==> src/rtl/rf_scoreboard.sv <==
// rf_scoreboard: multi-port register file with pending-write scoreboard; RF_BYPASS_EN enables write-through forwarding.
// Latency: reads combinational, writes/busy/count update at the next edge; no backpressure (decode stalls on rd_busy_o).
module rf_scoreboard #(
  parameter int DATA_W = 32,
  parameter int ADDR_W = 5,
  parameter int NUM_RD = 2
) (
  input  logic                     clk,
  input  logic                     rst_n,
  input  logic                     RegWrite_i,
  input  logic [ADDR_W-1:0]        wa_i,
  input  logic [DATA_W-1:0]        wd_i,
  input  logic [NUM_RD*ADDR_W-1:0] ra_i,
  output logic [NUM_RD*DATA_W-1:0] rd_o,
  output logic [NUM_RD-1:0]        rd_busy_o,
  input  logic                     issue_i,
  input  logic [ADDR_W-1:0]        issue_wa_i,
  input  logic                     flush_i,
  output logic [ADDR_W:0]          busy_cnt_o
);

  localparam int DEPTH = 1 << ADDR_W;

  logic [DATA_W-1:0] regs [DEPTH];
  logic [DEPTH-1:0]  busy;
  logic [DEPTH-1:0]  busy_nxt;
  logic [ADDR_W:0]   busy_cnt_nxt;
  logic              wr_en;
  logic              iss_en;
  logic              cnt_inc;
  logic              cnt_dec;

  assign wr_en  = RegWrite_i && (wa_i != '0);
  assign iss_en = issue_i && (issue_wa_i != '0);

  always_ff @(posedge clk or negedge rst_n) begin
    if (!rst_n) begin
      for (int i = 0; i < DEPTH; i++) regs[i] <= '0;
    end else if (wr_en) begin
      regs[wa_i] <= wd_i;
    end
  end

  // Set is applied after clear so a new producer supersedes a same-cycle writeback.
  always_comb begin
    busy_nxt = busy;
    if (flush_i) begin
      busy_nxt = '0;
    end else begin
      if (wr_en)  busy_nxt[wa_i]       = 1'b0;
      if (iss_en) busy_nxt[issue_wa_i] = 1'b1;
    end
  end

  always_comb begin
    cnt_inc      = iss_en && !busy[issue_wa_i];
    cnt_dec      = wr_en && busy[wa_i] && !(iss_en && (issue_wa_i == wa_i));
    busy_cnt_nxt = busy_cnt_o + {{ADDR_W{1'b0}}, cnt_inc} - {{ADDR_W{1'b0}}, cnt_dec};
    if (flush_i) busy_cnt_nxt = '0;
  end

  always_ff @(posedge clk or negedge rst_n) begin
    if (!rst_n) begin
      busy       <= '0;
      busy_cnt_o <= '0;
    end else begin
      busy       <= busy_nxt;
      busy_cnt_o <= busy_cnt_nxt;
    end
  end

  for (genvar k = 0; k < NUM_RD; k++) begin : g_rd
    logic [ADDR_W-1:0] ra;
    assign ra = ra_i[k*ADDR_W +: ADDR_W];
`ifdef RF_BYPASS_EN
    logic fwd;
    assign fwd = rst_n && wr_en && (wa_i == ra);
    assign rd_o[k*DATA_W +: DATA_W] = fwd ? wd_i : regs[ra];
    assign rd_busy_o[k]             = busy[ra] && !fwd;
`else
    assign rd_o[k*DATA_W +: DATA_W] = regs[ra];
    assign rd_busy_o[k]             = busy[ra];
`endif
  end

endmodule

==> config.mk <==
export PLATFORM = sky130hd
export DESIGN_NAME = rf_scoreboard
export DESIGN_NICKNAME = d
export VERILOG_FILES = /design/src/rtl/rf_scoreboard.sv
export SDC_FILE = /design/constraint.sdc
export NUM_CORES = 2
export LEC_CHECK = 0
export CAP_MARGIN = 20
export CORE_MARGIN = 2
export CORE_UTILIZATION = 65
export DETAILED_ROUTE_END_ITERATION = 8
export GPL_TIMING_DRIVEN = 0
export PLACE_DENSITY = 0.83
export SLEW_MARGIN = 20
export SYNTH_ARGS = -nofsm -noshare
export SYNTH_HDL_FRONTEND = slang
export SYNTH_SLANG_ARGS = --single-unit
export TNS_END_PERCENT = 30
==> constraint.sdc <==
create_clock -name clk -period 5.7 [get_ports clk]
set_clock_uncertainty 0.1 [all_clocks]
set_input_delay 0.855 -clock clk [delete_from_list [all_inputs] [get_ports clk]]
set_output_delay 0.855 -clock clk [all_outputs]
set_load 0.05 [all_outputs]
### Word level (Yosys, flattened, before mapping)

Index checks and enable logic that the tools add are counted.

| cells by class | value |
|---|---|
| order comparisons | 10 |
| equal/unequal tests | 1 |
| add/sub/neg operators | 2 |
| reduce and logical (&&, ||, !) cells | 13 |
| bitwise gates (word level) | 6 |
| multiplexer cells | 26 |

Operator list:

| operator | number |
|---|---|
| bitwise mux 1024 bit | 1 |
| binary-select mux 32 bit (select 5 bit) | 2 |
| two-way mux 32 bit | 9 |
| demux 32 bit (select 5 bit) | 1 |
| bitwise AND 32 bit | 1 |
| NOT 32 bit | 1 |
| bitwise OR 32 bit | 1 |
| < comparator 5 x 6 -> 1 bit (second input constant) | 4 |
| binary-select mux 1 bit (select 5 bit) | 4 |
| greater-or-equal comparator 6 bit (second input constant) | 3 |
| NOT 5 -> 6 bit | 3 |
| demux 1 bit (select 5 bit) | 2 |
| greater-or-equal comparator 5 x 1 -> 1 bit (second input constant) | 2 |
| nonzero test 5 bit | 2 |
| logical AND 1 bit | 9 |
| adder 6 x 1 -> 6 bit | 1 |
| < comparator 6 x 1 -> 1 bit (second input constant) | 1 |
| two-way mux 1 bit | 6 |
| two-way mux 6 bit | 1 |
| subtractor 6 x 1 -> 6 bit | 1 |
| == test 5 bit | 1 |
| zero test 1 bit | 2 |

| word-level totals | value |
|---|---|
| register bits | 1062 |
| word-level logic and storage cells | 92 |

### Depth between registers and ports, before layout

| depth | value |
|---|---|
| depth in word-level cells | 11 |
| gate-level depth with buffers | 17 |
| mapped depth without buffers | 15 |

### Worst setup path after synthesis

No wires, ideal clock.

| timing path | value |
|---|---|
| path kind | input-to-reg |
| start | input port wa_i[1] |
| end | register busy_cnt_o[5] |
| library setup time | 0.139 ns |
| arrival time | 3.868 ns |
| path slack | 1.594 ns |
| stages | 15 |
| buffers on the path | 2 |
| data required time | 5.461 ns |
| cells stage by stage | clkbuf_1 > buf_1 > mux2i_1 > o22ai_1 > nor4_1 > a2bb2oi_1 > nor3_1 > ha_1 > inv_1 > ha_1 > a21o_1 > a21oi_1 > o21bai_1 > and4b_1 > or4_1 |

| on the way | value |
|---|---|
| word-level cells in the longest chain between the ends | 6 |
| elaborated cells on any way between the ends | 11 |
| classes of those cells | 1 x add/sub; 1 x eq/ne; 3 x mux; 6 x reduce/logical |

RTL lines:

| what | line | RTL |
|---|---|---|
| start, declared | 11 | `input logic [ADDR_W-1:0] wa_i,` |
| binary-select mux 1 bit (select 5 bit), or another cell as far along | 57 | `cnt_dec = wr_en && busy[wa_i] && !(iss_en && (issue_wa_i == wa_i));` |
| two-way mux 1 bit (not written as such), or another cell as far along | 57 |  |
| logical AND 1 bit / zero test 1 bit (equally long branches) | 57 |  |
| logical AND 1 bit (*) | 57 |  |
| subtractor 6 x 1 -> 6 bit (*) | 58 | `busy_cnt_nxt = busy_cnt_o + {{ADDR_W{1'b0}}, cnt_inc} - {{ADDR_W{1'b0}}, cnt_dec};` |
| two-way mux 6 bit (*) | 59 | `if (flush_i) busy_cnt_nxt = '0;` |
| net busy_cnt_nxt[5] | 27 | `logic [ADDR_W:0] busy_cnt_nxt;` |
| end signal, assigned | 68 | `busy_cnt_o <= busy_cnt_nxt;` |
| end, declared | 19 | `output logic [ADDR_W:0] busy_cnt_o` |

The timed path passes the listed nets; every way through them passes the cells marked *. The select of a mux whose other input is x is not followed.
A chain may end at the register's enable or synchronous reset.

### Final worst setup path

| timing path | value |
|---|---|
| start | input port ra_i[1] |
| end | output port rd_o[17] |

| on the way | value |
|---|---|
| word-level cells in the longest chain between the ends | 4 |

RTL lines:

| what | line | RTL |
|---|---|---|
| start, declared | 13 | `input logic [NUM_RD*ADDR_W-1:0] ra_i,` |
| NOT 5 -> 6 bit (not written as such) | 81 | `assign rd_o[k*DATA_W +: DATA_W] = regs[ra];` |
| binary-select mux 32 bit (select 5 bit) | 81 |  |
| two-way mux 32 bit (not written as such) (2 in series) | 81 |  |
| end, declared | 14 | `output logic [NUM_RD*DATA_W-1:0] rd_o,` |

No other way between the ends. The select of a mux whose other input is x is not followed.

==> flow_summary.toml <==
[global_routing]
overflow = 0
grt_max_degree = 153
grt_pass1_wl_mm = 281
grt_pass1_vias = 40114
antenna_found_initial = 5
track_usage_pct = 44.9

[sta]
hold_violations = 0
fmaxAchievable_mhz = 177
whs_ps = 380
worst_slew_pin_slew_ps = 1320
fin_tns_setup_ps = 0
fin_crit_sh_pct = 99.2
slew_violations = 0
rsz0062_at_grt = "no"
setup_viol = 0
fin_crit_ps = 5660
relSlewSlack_pct = 11.7
setup_slack_ps = 44.0

[floorplanning]
die_h_um = 299
rows = 108
die_area_um2 = 89500
initial_utilization_pct = 65.5
core_um2 = 86500
die-width_um = 299
io_pins = 129

[clocking]
cts.sinks = 1062
numCtsBuffers = 112
htree_levels = 3
insertion_delay_ps = 700
tritoncts = "built"
hold_buffers = 1
clk_pin_slew_ps = 60
cts_resized = 0
root_buffer = "clkbuf_16"
post_cts_buffers = 0
clk_path_buf_depth = 3

[worst_hold_path]
hold_path.class = "reg -> reg"

[place]
dpl.hpwl_mm = 132
place_congestion = 0.986
portBuffers = 116
dpl_worst_slack_ps = 171

[logic_synthesis]
seq_area_frac_synth_pct = 46.9
ys.flop_type = "dfrtp_1"
ys_ff_latch = 1062
synth_common_cells = "dfrtp_1, mux2_2, mux4_2, clkbuf_1, buf_2"
synth_area_leader_cell = "dfrtp_1"
synth.most_common_cell = "dfrtp_1"
synth-edff-count = 0
synth_area_leaders = "dfrtp_1, mux4_2, mux2_2"
synth_cell_types = 40
synth_cells = 3423
synth_nets = 3487
synth.avg_cell_area_um2 = 16.5
synth_warnings = 0
syn-cell-area_um2 = 56600
synth_top_area_share_pct = 46.9
ys_async_sr_fraction_pct = 100

[setup_path]
cp.required_ps = 4740
crit_type = "in -> out"
worstPathMaxFanout = 10
worst_setup_path_end_kind = "output port"
cp-start-kind = "input port"
cp.arrival_ps = 4700

[final_layout]
drive_above_1_share_pct = 55.1
n_fill_cell = 5161
final_nets = 3736
syn2layout_area_growth_pct = 12.2

[power_and_ir_drop]
peakVddDrop_uv = 293
power.density_nw_per_um2 = 365
power.leakage_nw = 27.1

[detailed_routing]
ant_nets = 0
dr_wl_met3_mm = 28.1
wl_mm = 197
dr_wl_met2_mm = 86.3
wl_per_cell_um = 40.0
drt_iter0_markers = 5429
avgViaCountPerCell = 7.84
vias = 38574
drc = 0
firstDrtPassIters = 7
wirelength_met1_mm = 65.1
highest_layer = "met5"

[outcome]
status = "completed"

[flow_run]
drv_cap = 0
[metrics by stage]
step / total power [mW] / util (%) / cell area (um2) / instances
floorplan: 13.7 / - / 56600 / 3423
global placement: 15.2 / 68.5 / 59200 / 4694
detailed placement: 15.5 / 69.0 / 59700 / 4711
CTS: 23.0 / 73.4 / 63500 / 4919
global route: 23.8 / 73.4 / 63500 / 4920
finish: 23.2 / 73.4 / 63500 / 4922
[state kept, by name (all words and copies together) (netlist names)]
signal      flops
regs         1024
busy           32
busy_cnt_o      6
[per-layer routing]
layer	GRT usage (%)	vias up
met4	30.6	8
li1	-	13905
met3	18.6	1022
met2	64.6	3410
met5	1.01	-
met1	56.1	20229
[report_power, final]
part	internal, mW	total (mW)	switching, mW	leakage (nW)
Combinational	3.08	5.60	2.52	11.5
Clock	4.41	7.57	3.16	1.86
Sequential	8.93	10.0	1.08	13.7
Total	16.4	23.2	6.76	27.1
[cell type report]
class / instances / area [um2] / area share [%]
clock inverter: 24 / 287 / 0.451
timing repair buffer: 135 / 1580 / 2.48
multi-input combinational: 1951 / 28300 / 44.6
tap: 1155 / 1450 / 2.28
sequential: 1062 / 26600 / 41.8
inverter: 10 / 37.5 / 0.0591
buffer: 400 / 1750 / 2.76
clock buffer: 183 / 3510 / 5.53
antenna: 2 / 5.00 / 0.00788
[worst paths after layout]
| check | start | to | slack (ps) | cells after the start |
|---|---|---|---|---|
| max | ra_i[1] | rd_o[17] | 40 | 6 |
| min | regs[999] | regs[999] | 380 | 1 |
| max reg2reg | busy[18] | busy_cnt_o[5] | 2180 | 13 |
| min reg2reg | regs[999] | regs[999] | 380 | 1 |
| max in group asynchronous | rst_n | regs[338] | 2760 | 5 |
| min in group asynchronous | rst_n | busy[5] | 600 | 2 |
[worst max-delay path, cell delays in order]
cell	delay [ps]
clkbuf_1	820
clkbuf_1	970
mux4_2	450
mux4_2	470
mux2_2	360
clkdlybuf4s50_1	730
[cell usage in the layout (no fill, tap or decap), types with 14 or more instances in the layout]
master           instances
mux2_2                1058
a21oi_1                 15
mux2i_1                 15
clkbuf_8                40
buf_2                   83
buf_1                   30
nand2_1                 35
clkdlybuf4s50_1        115
nor2_1                  50
o21ai_0                 14
a22oi_1                 18
dfrtp_1               1062
clkbuf_16              114
clkbuf_1               252
mux4_2                 669
clkbuf_2                46
[cells by family (layout without fill, tap and decap cells)]
kind of cell | Yosys count | count (layout) | share of synthesized area, %
mux | 1742 | 1742 | 47.9
fa+ha+maj | 7 | 7 | 0.168
simple gates | 133 | 133 | 1.13
flops | 1062 | 1062 | 46.9
buf+inv | 410 | 752 | 3.03
xor+xnor | 9 | 9 | 0.139
other cells | 0 | 2 | 0
compound gates | 60 | 60 | 0.659
(Power assumes the default switching activity.)
